$ cat src/rtl/mem_port_arbiter.sv
// Two-requester arbiter/sequencer for a single-port memory with MEM_LAT extra read wait cycles.
// Define MEM_ARB_FIXED_PRIO_EN for fixed priority (requester 0 wins); default is round-robin.
module mem_port_arbiter #(
  parameter int unsigned AW      = 32,
  parameter int unsigned DW      = 32,
  parameter int unsigned MEM_LAT = 0
) (
  input  logic          CLK,
  input  logic          RSTN,
  input  logic          REQ0,
  input  logic          WE0,
  input  logic [AW-1:0] A0,
  input  logic [DW-1:0] WD0,
  output logic          GNT0,
  output logic          RVALID0,
  output logic [DW-1:0] RD0,
  input  logic          REQ1,
  input  logic          WE1,
  input  logic [AW-1:0] A1,
  input  logic [DW-1:0] WD1,
  output logic          GNT1,
  output logic          RVALID1,
  output logic [DW-1:0] RD1,
  output logic [AW-1:0] MEM_A,
  output logic          MEM_WE,
  output logic [DW-1:0] MEM_WD,
  input  logic [DW-1:0] MEM_RD,
  output logic          BUSY
);

  typedef enum logic [1:0] {IDLE, ACCESS, WAIT, RESP} state_t;

  localparam logic [2:0] LAT = 3'(MEM_LAT);

  state_t     state;
  logic       owner;
  logic       we_q;
  logic [2:0] cnt;
  logic       winner;
  logic       finish;

`ifndef MEM_ARB_FIXED_PRIO_EN
  logic       last;
`endif

  always_comb begin
    winner = 1'b0;
    if (REQ0 && REQ1) begin
`ifdef MEM_ARB_FIXED_PRIO_EN
      winner = 1'b0;
`else
      winner = ~last;
`endif
    end else if (REQ1) begin
      winner = 1'b1;
    end
  end

  // Read data is sampled at the end of the last cycle the address is presented.
  always_comb begin
    finish = 1'b0;
    if (state == ACCESS && MEM_LAT == 0) finish = 1'b1;
    if (state == WAIT && cnt == 3'd1)    finish = 1'b1;
  end

  always_ff @(posedge CLK) begin
    if (!RSTN) begin
      state   <= IDLE;
      owner   <= 1'b0;
      we_q    <= 1'b0;
      cnt     <= '0;
`ifndef MEM_ARB_FIXED_PRIO_EN
      last    <= 1'b1;
`endif
      GNT0    <= 1'b0;
      GNT1    <= 1'b0;
      RVALID0 <= 1'b0;
      RVALID1 <= 1'b0;
      RD0     <= '0;
      RD1     <= '0;
      MEM_A   <= '0;
      MEM_WE  <= 1'b0;
      MEM_WD  <= '0;
      BUSY    <= 1'b0;
    end else begin
      GNT0    <= 1'b0;
      GNT1    <= 1'b0;
      RVALID0 <= 1'b0;
      RVALID1 <= 1'b0;
      MEM_WE  <= 1'b0;
      case (state)
        IDLE: begin
          if (REQ0 || REQ1) begin
            owner  <= winner;
`ifndef MEM_ARB_FIXED_PRIO_EN
            if (REQ0 && REQ1) last <= winner;
`endif
            MEM_A  <= winner ? A1 : A0;
            MEM_WD <= winner ? WD1 : WD0;
            MEM_WE <= winner ? WE1 : WE0;
            we_q   <= winner ? WE1 : WE0;
            GNT0   <= ~winner;
            GNT1   <= winner;
            BUSY   <= 1'b1;
            state  <= ACCESS;
          end
        end
        ACCESS: begin
          if (MEM_LAT == 0) begin
            state <= RESP;
          end else begin
            cnt   <= LAT;
            state <= WAIT;
          end
        end
        WAIT: begin
          cnt <= cnt - 3'd1;
          if (cnt == 3'd1) state <= RESP;
        end
        RESP: begin
          BUSY  <= 1'b0;
          state <= IDLE;
        end
        default: state <= IDLE;
      endcase
      if (finish) begin
        RVALID0 <= ~owner;
        RVALID1 <= owner;
        if (!we_q) begin
          if (owner) RD1 <= MEM_RD;
          else       RD0 <= MEM_RD;
        end
      end
    end
  end

endmodule

$ cat config.mk
export PLATFORM = sky130hd
export DESIGN_NAME = mem_port_arbiter
export DESIGN_NICKNAME = d
export VERILOG_FILES = /design/src/rtl/mem_port_arbiter.sv
export SDC_FILE = /design/constraint.sdc
export NUM_CORES = 1
export LEC_CHECK = 0
export CORE_UTILIZATION = 42
export DETAILED_ROUTE_END_ITERATION = 8
export PLACE_DENSITY = 0.85
export SLEW_MARGIN = 0
export SYNTH_ARGS = -nofsm -noshare
export SYNTH_HDL_FRONTEND = slang
export SYNTH_SLANG_ARGS = --single-unit
$ cat constraint.sdc
create_clock -name CLK -period 4.7 [get_ports CLK]
set_input_delay 0.47 -clock CLK [delete_from_list [all_inputs] [get_ports CLK]]
set_output_delay 0.47 -clock CLK [all_outputs]
set_load 0.02 [all_outputs]
**Word-level counts from Yosys, hierarchy flattened**

Index checks and enable logic that the tools add are counted.

- Register bits after elaboration: 142
- Input port bits: 166
- Output and inout port bits: 134
- Logic and storage cells: 51

- Add/sub/neg operators: 1
- Equal/unequal tests: 6
- Mux-type cells: 12
- Bitwise gates (word level): 4
- Reductions and logical operators: 13

Operators by type and width:

| cell | number |
|---|---|
| 32-bit 2-to-1 mux | 2 |
| 3-bit AND reduction | 4 |
| 2-bit one-hot mux with 4 select lines | 1 |
| 2-bit AND reduction | 4 |
| 1-bit 2-to-1 mux | 6 |
| 2-bit == test (second input constant) | 2 |
| 2-bit 2-to-1 mux | 2 |
| 1-bit inverter | 4 |
| 3-bit by 1-bit == test with 1-bit output (second input constant) | 1 |
| 3-bit by 1-bit subtractor with 3-bit output (second input constant) | 1 |
| 2-bit by 1-bit == test with 1-bit output (second input constant) | 1 |
| 1-bit logical AND | 2 |
| 2-bit logical NOT | 1 |
| 2-bit by 1-bit != test with 1-bit output (second input constant) | 1 |
| 2-bit != test (second input constant) | 1 |
| 1-bit one-hot mux with 2 select lines | 1 |
| 2-bit nonzero test | 1 |
| 1-bit logical OR | 1 |

**Depth between registers and ports, before layout**

- Depth after elaboration: 4
- Gate-level depth with buffers: 8
- Mapped depth without buffers: 6

**Worst setup path before layout**

OpenSTA, ideal clock, no wires.

- Kind: flip-flop to flip-flop
- Start point: reg state[0]
- End point: reg RD0[10]
- Library setup time: 125 ps
- Arrival time: 1477 ps
- Slack: 3097 ps
- Cell stages (with the launch flop): 7
- Path buffers: 1
- Clock period less this slack: 1603 ps
- Cells stage by stage: dfxtp_1 inv_1 ha_1 and3b_2 o21ai_4 clkbuf_1 o21ai_0

- Word-level cells in the longest chain between the ends: 4
- Elaborated cells on any way between the ends: 6
- Those cells by class: eq/ne (2); mux (2); reduce/logical (2)

RTL lines:

| what | line | text |
|---|---|---|
| from (decl) | 35 | `state_t state;` |
| from (signal assigned) | 68 | `state <= IDLE;` |
| from (signal assigned) | 105 | `state <= ACCESS;` |
| from (signal assigned) | 110 | `state <= RESP;` |
| 2-bit by 1-bit == test with 1-bit output or 2-bit == test (tied branches) | 62, 63 |  |
| 1-bit 2-to-1 mux or 1-bit logical AND (tied branches) | 62, 63 |  |
| 1-bit 2-to-1 mux * | 63 | `if (state == WAIT && cnt == 3'd1) finish = 1'b1;` |
| 3-bit AND reduction (no source line) * | n/a |  |
| to (signal assigned) | 79 | `RD0 <= '0;` |
| to (signal assigned) | 131 | `else RD0 <= MEM_RD;` |
| to (decl) | 16 | `output logic [DW-1:0] RD0,` |

Every way passes the cells marked *; elsewhere a longest branch is shown, timed or not.
A chain may end at the register's enable or synchronous reset.

**Worst setup path in the final report**

- Start point: in REQ0
- End point: reg MEM_WD[26]

- Word-level cells in the longest chain between the ends: 3
- Elaborated cells on any way between the ends: 5
- Those cells by class: mux (2); reduce/logical (3)

RTL lines:

| what | line | text |
|---|---|---|
| from (decl) | 10 | `input logic REQ0,` |
| 1-bit logical AND | 48 | `if (REQ0 && REQ1) begin` |
| 1-bit 2-to-1 mux | 48 |  |
| 32-bit 2-to-1 mux | 99 | `MEM_WD <= winner ? WD1 : WD0;` |
| to (signal assigned) | 99 |  |
| to (decl) | 26 | `output logic [DW-1:0] MEM_WD,` |

Several ways; a longest one is shown, not always the timed one.

==> flow_metrics.tcl <==
set metrics [dict create \
    status "complete, no violations" \
    tightest_slew_ns 1.12 \
    finalCoreUtilization_pct 72.0 \
    yosys.area_share.simple_pct 10.2 \
    htreeDepth 4 \
    postSynthCellCount 602 \
    yosysMostFrequentCell "dfxtp_1" \
    cp.required_ns 5.04 \
    dr.pass1.iters 4 \
    initial_core_util_pct 43.7 \
    syn_to_final_growth_pct 64.7 \
    clk_pin_slew_ns 0.06 \
    layout_worst_path_cycle_share_pct 51.5 \
    syn_area_um2 5580 \
    end_kind "register" \
    dieWidth_um 117 \
    synth.top_cells.by_count "142 x dfxtp_1, 125 x o21ai_0, 66 x mux2i_1, 65 x a21oi_1, 65 x nand3_1" \
    synthFlopType "dfxtp_1" \
    yosysTopAreaCell "dfxtp_1" \
    p_sw_uw 1510 \
    fin_skew_ns 0.00881 \
    route.detailed.drc 0 \
    cap_violations 0 \
    vias_per_cell 5.05 \
    syn_nets 775 \
    fp.dieH_um 117 \
    die_area_um2 13800 \
    cts.sinks 142 \
    cp_max_fo 129 \
    antenna_found_initial 0 \
    gp_congestion 0.765 \
    cts_tree "done" \
    buffer_ports.inserted 299 \
    fillCellCount 971 \
    hpwl_mm 11.6 \
    core_area_um2 12800 \
    hold_viol_final 0 \
    power.share.sequential_pct 34.8 \
    clock_power_share_pct 31.6 \
    ant_nets 0 \
    ctsResizeCount 0 \
    dpl-instance-area_um2 8550 \
    drt_wl_total_mm 16.8 \
    stdcell_area_um2 9190 \
    setup_viol 0 \
    clockBufferDepth 2 \
    slew_headroom_pct 25.6 \
    ys_async_sr_fraction_pct 0 \
    vias 5342 \
    rsz0062_at_grt "false" \
    critPathLaunchType "input pin" \
    syn_area_per_cell_um2 9.27 \
    gr-total-overflow 0 \
    intPower_uw 3130 \
    yosysWarningCount 0 \
    synthXorXnorAreaFrac_pct 0.471 \
    cts_setup_buffers 0 \
    fin_crit_ns 2.42 \
    synth_top_family_by_area "compound AO/OA/AOI/OAI gates" \
    yosys_register_bits 142 \
    synthAdderAreaFrac_pct 1.57 \
    cts-root-buf "clkbuf_16" \
    grt_first_pass_wirelength_mm 24.5 \
    synth_edf_count 0 \
    rows 41 \
    setup_tns_ns 0 \
    hold_buffers 0 \
    nets 1045 \
    yosys.area.top_type_share_pct 50.9 \
    p_leak_uw 0.00345 \
    yosys-top-cells-area "dfxtp_1 51%, mux2i_1 12%, o21ai_0 11%" \
    critPathArrivalTime_ns 2.76 \
    post-place-ws_ns 2.02 \
    drv_slew 0 \
    wl_per_cell_um 15.9 \
    yosysUniqueCellTypes 32 \
    insertion_delay_ns 0.42 \
    netSwitchingFraction_pct 32.5 \
    fmax_mhz 413 \
    layout-drive-gt1-share_pct 4.86 \
    grt_max_degree 130 \
    drt_iter0_drc 339 \
    p_comb_share_pct 33.6 \
    powerDensity_nw_per_um2 504 \
    synth_compound_area_share_pct 19.1 \
    track_usage_pct 23.8 \
    worstHoldPathType "register to register" \
    grt_pass1_vias 5025 \
    max-vdd-ir-drop_v 0.000276 \
    pin_count 300 \
    antennaDiodeCount 0 \
    synthMuxAreaShare_pct 11.8 \
    cts_made_buffers 17 \
    ys_seq_area_share_pct 50.9 \
    setup_ws_ns 2.28 \
    criticalPathCategory "input pin to register" \
]
==> cell families (layout without fill, tap and decap cells) <==
| logic type | count (synthesis) | in the layout |
|---|---|---|
| buf+inv | 58 | 341 |
| compound gates | 204 | 204 |
| fa+ha+maj | 7 | 7 |
| flops | 142 | 142 |
| simple gates | 122 | 122 |
| xor+xnor | 3 | 3 |
| mux | 66 | 66 |
==> stage by stage <==
stage               cells  hold slack [ns]  power [uW]
finish               1057            0.455        4640
global route         1057            0.485        4870
CTS                  1057            0.457        4660
detailed placement   1025            0.452        3180
global placement     1025            0.446        3150
floorplan             602            0.429        2470
==> critical path, stage by stage <==
cell and delay (ns):
clkdlybuf4s50_1 0.57, nor2_1 0.13, nor2b_4 0.16, buf_4 0.83
o21ai_0 0.28, a21oi_1 0.23
==> layout make-up <==
class / count / area (um^2) / area share [%]
Inverter: 4 / 15.0 / 0.163
Timing Repair Buffer: 305 / 3050 / 33.2
Clock inverter: 13 / 211 / 2.30
Sequential cell: 142 / 2840 / 30.9
Tap cell: 172 / 215 / 2.34
Clock buffer: 19 / 433 / 4.71
Multi-Input combinational cell: 402 / 2430 / 26.4
==> final timing paths <==
check | endpoint | start | slack (ns) | cells past startpoint
hold / removal | RD1[11] | RD1[11] | 0.46 | 2
setup reg to reg | RD0[0] | state[0] | 2.29 | 7
hold reg to reg | RD1[11] | RD1[11] | 0.46 | 2
setup / recovery | MEM_WD[26] | REQ0 | 2.28 | 6
==> registers in the layout, indices dropped and copies added (netlist names), 2 cells and up <==
| register | cells |
|---|---|
| MEM_A | 32 |
| MEM_WD | 32 |
| RD0 | 32 |
| RD1 | 32 |
| cnt | 3 |
| state | 2 |
==> placed cells by master, fill, tap and decap left out, drive strengths merged <==
cell           netlist  final
a21boi               3      3
a21oi               65     65
a22oi                1      1
and2                 2      2
and3                 2      2
and3b                1      1
buf                 27      7
bufinv               0      5
clkbuf              27     19
clkdlybuf4s50        0    298
clkinv               0      2
clkinvlp             0      4
dfxtp              142    142
ha                   7      7
inv                  4      6
mux2i               66     66
nand2               41     41
nand2b               1      1
nand3               65     65
nor2                 6      6
nor2b                3      3
o211a                2      2
o21a                 1      1
o21ai              132    132
or2                  1      1
xnor2                1      1
xor2                 2      2
==> per-layer routing <==
| layer | part of all wire [%] | track usage (%) | vias up | wire [um] |
|---|---|---|---|---|
| met4 | 3.6 | 13.4 | 0 | 601 |
| li1 | - | - | 2664 | - |
| met1 | 37 | 24.1 | 2410 | 6250 |
| met3 | 9.7 | 9.68 | 44 | 1630 |
| met5 | 0 | 0 | - | 0 |
| met2 | 50 | 41.6 | 224 | 8340 |
==> power by group through the flow <==
stage / registers [uW] / logic, uW / clock network [uW]
finish: 1620 / 1560 / 1460
global route: 1650 / 1680 / 1550
CTS: 1610 / 1570 / 1480
detailed placement: 1630 / 1560 / 0
global placement: 1630 / 1530 / 0
floorplan: 1910 / 561 / 0
Power figures use the tool's default switching activity.
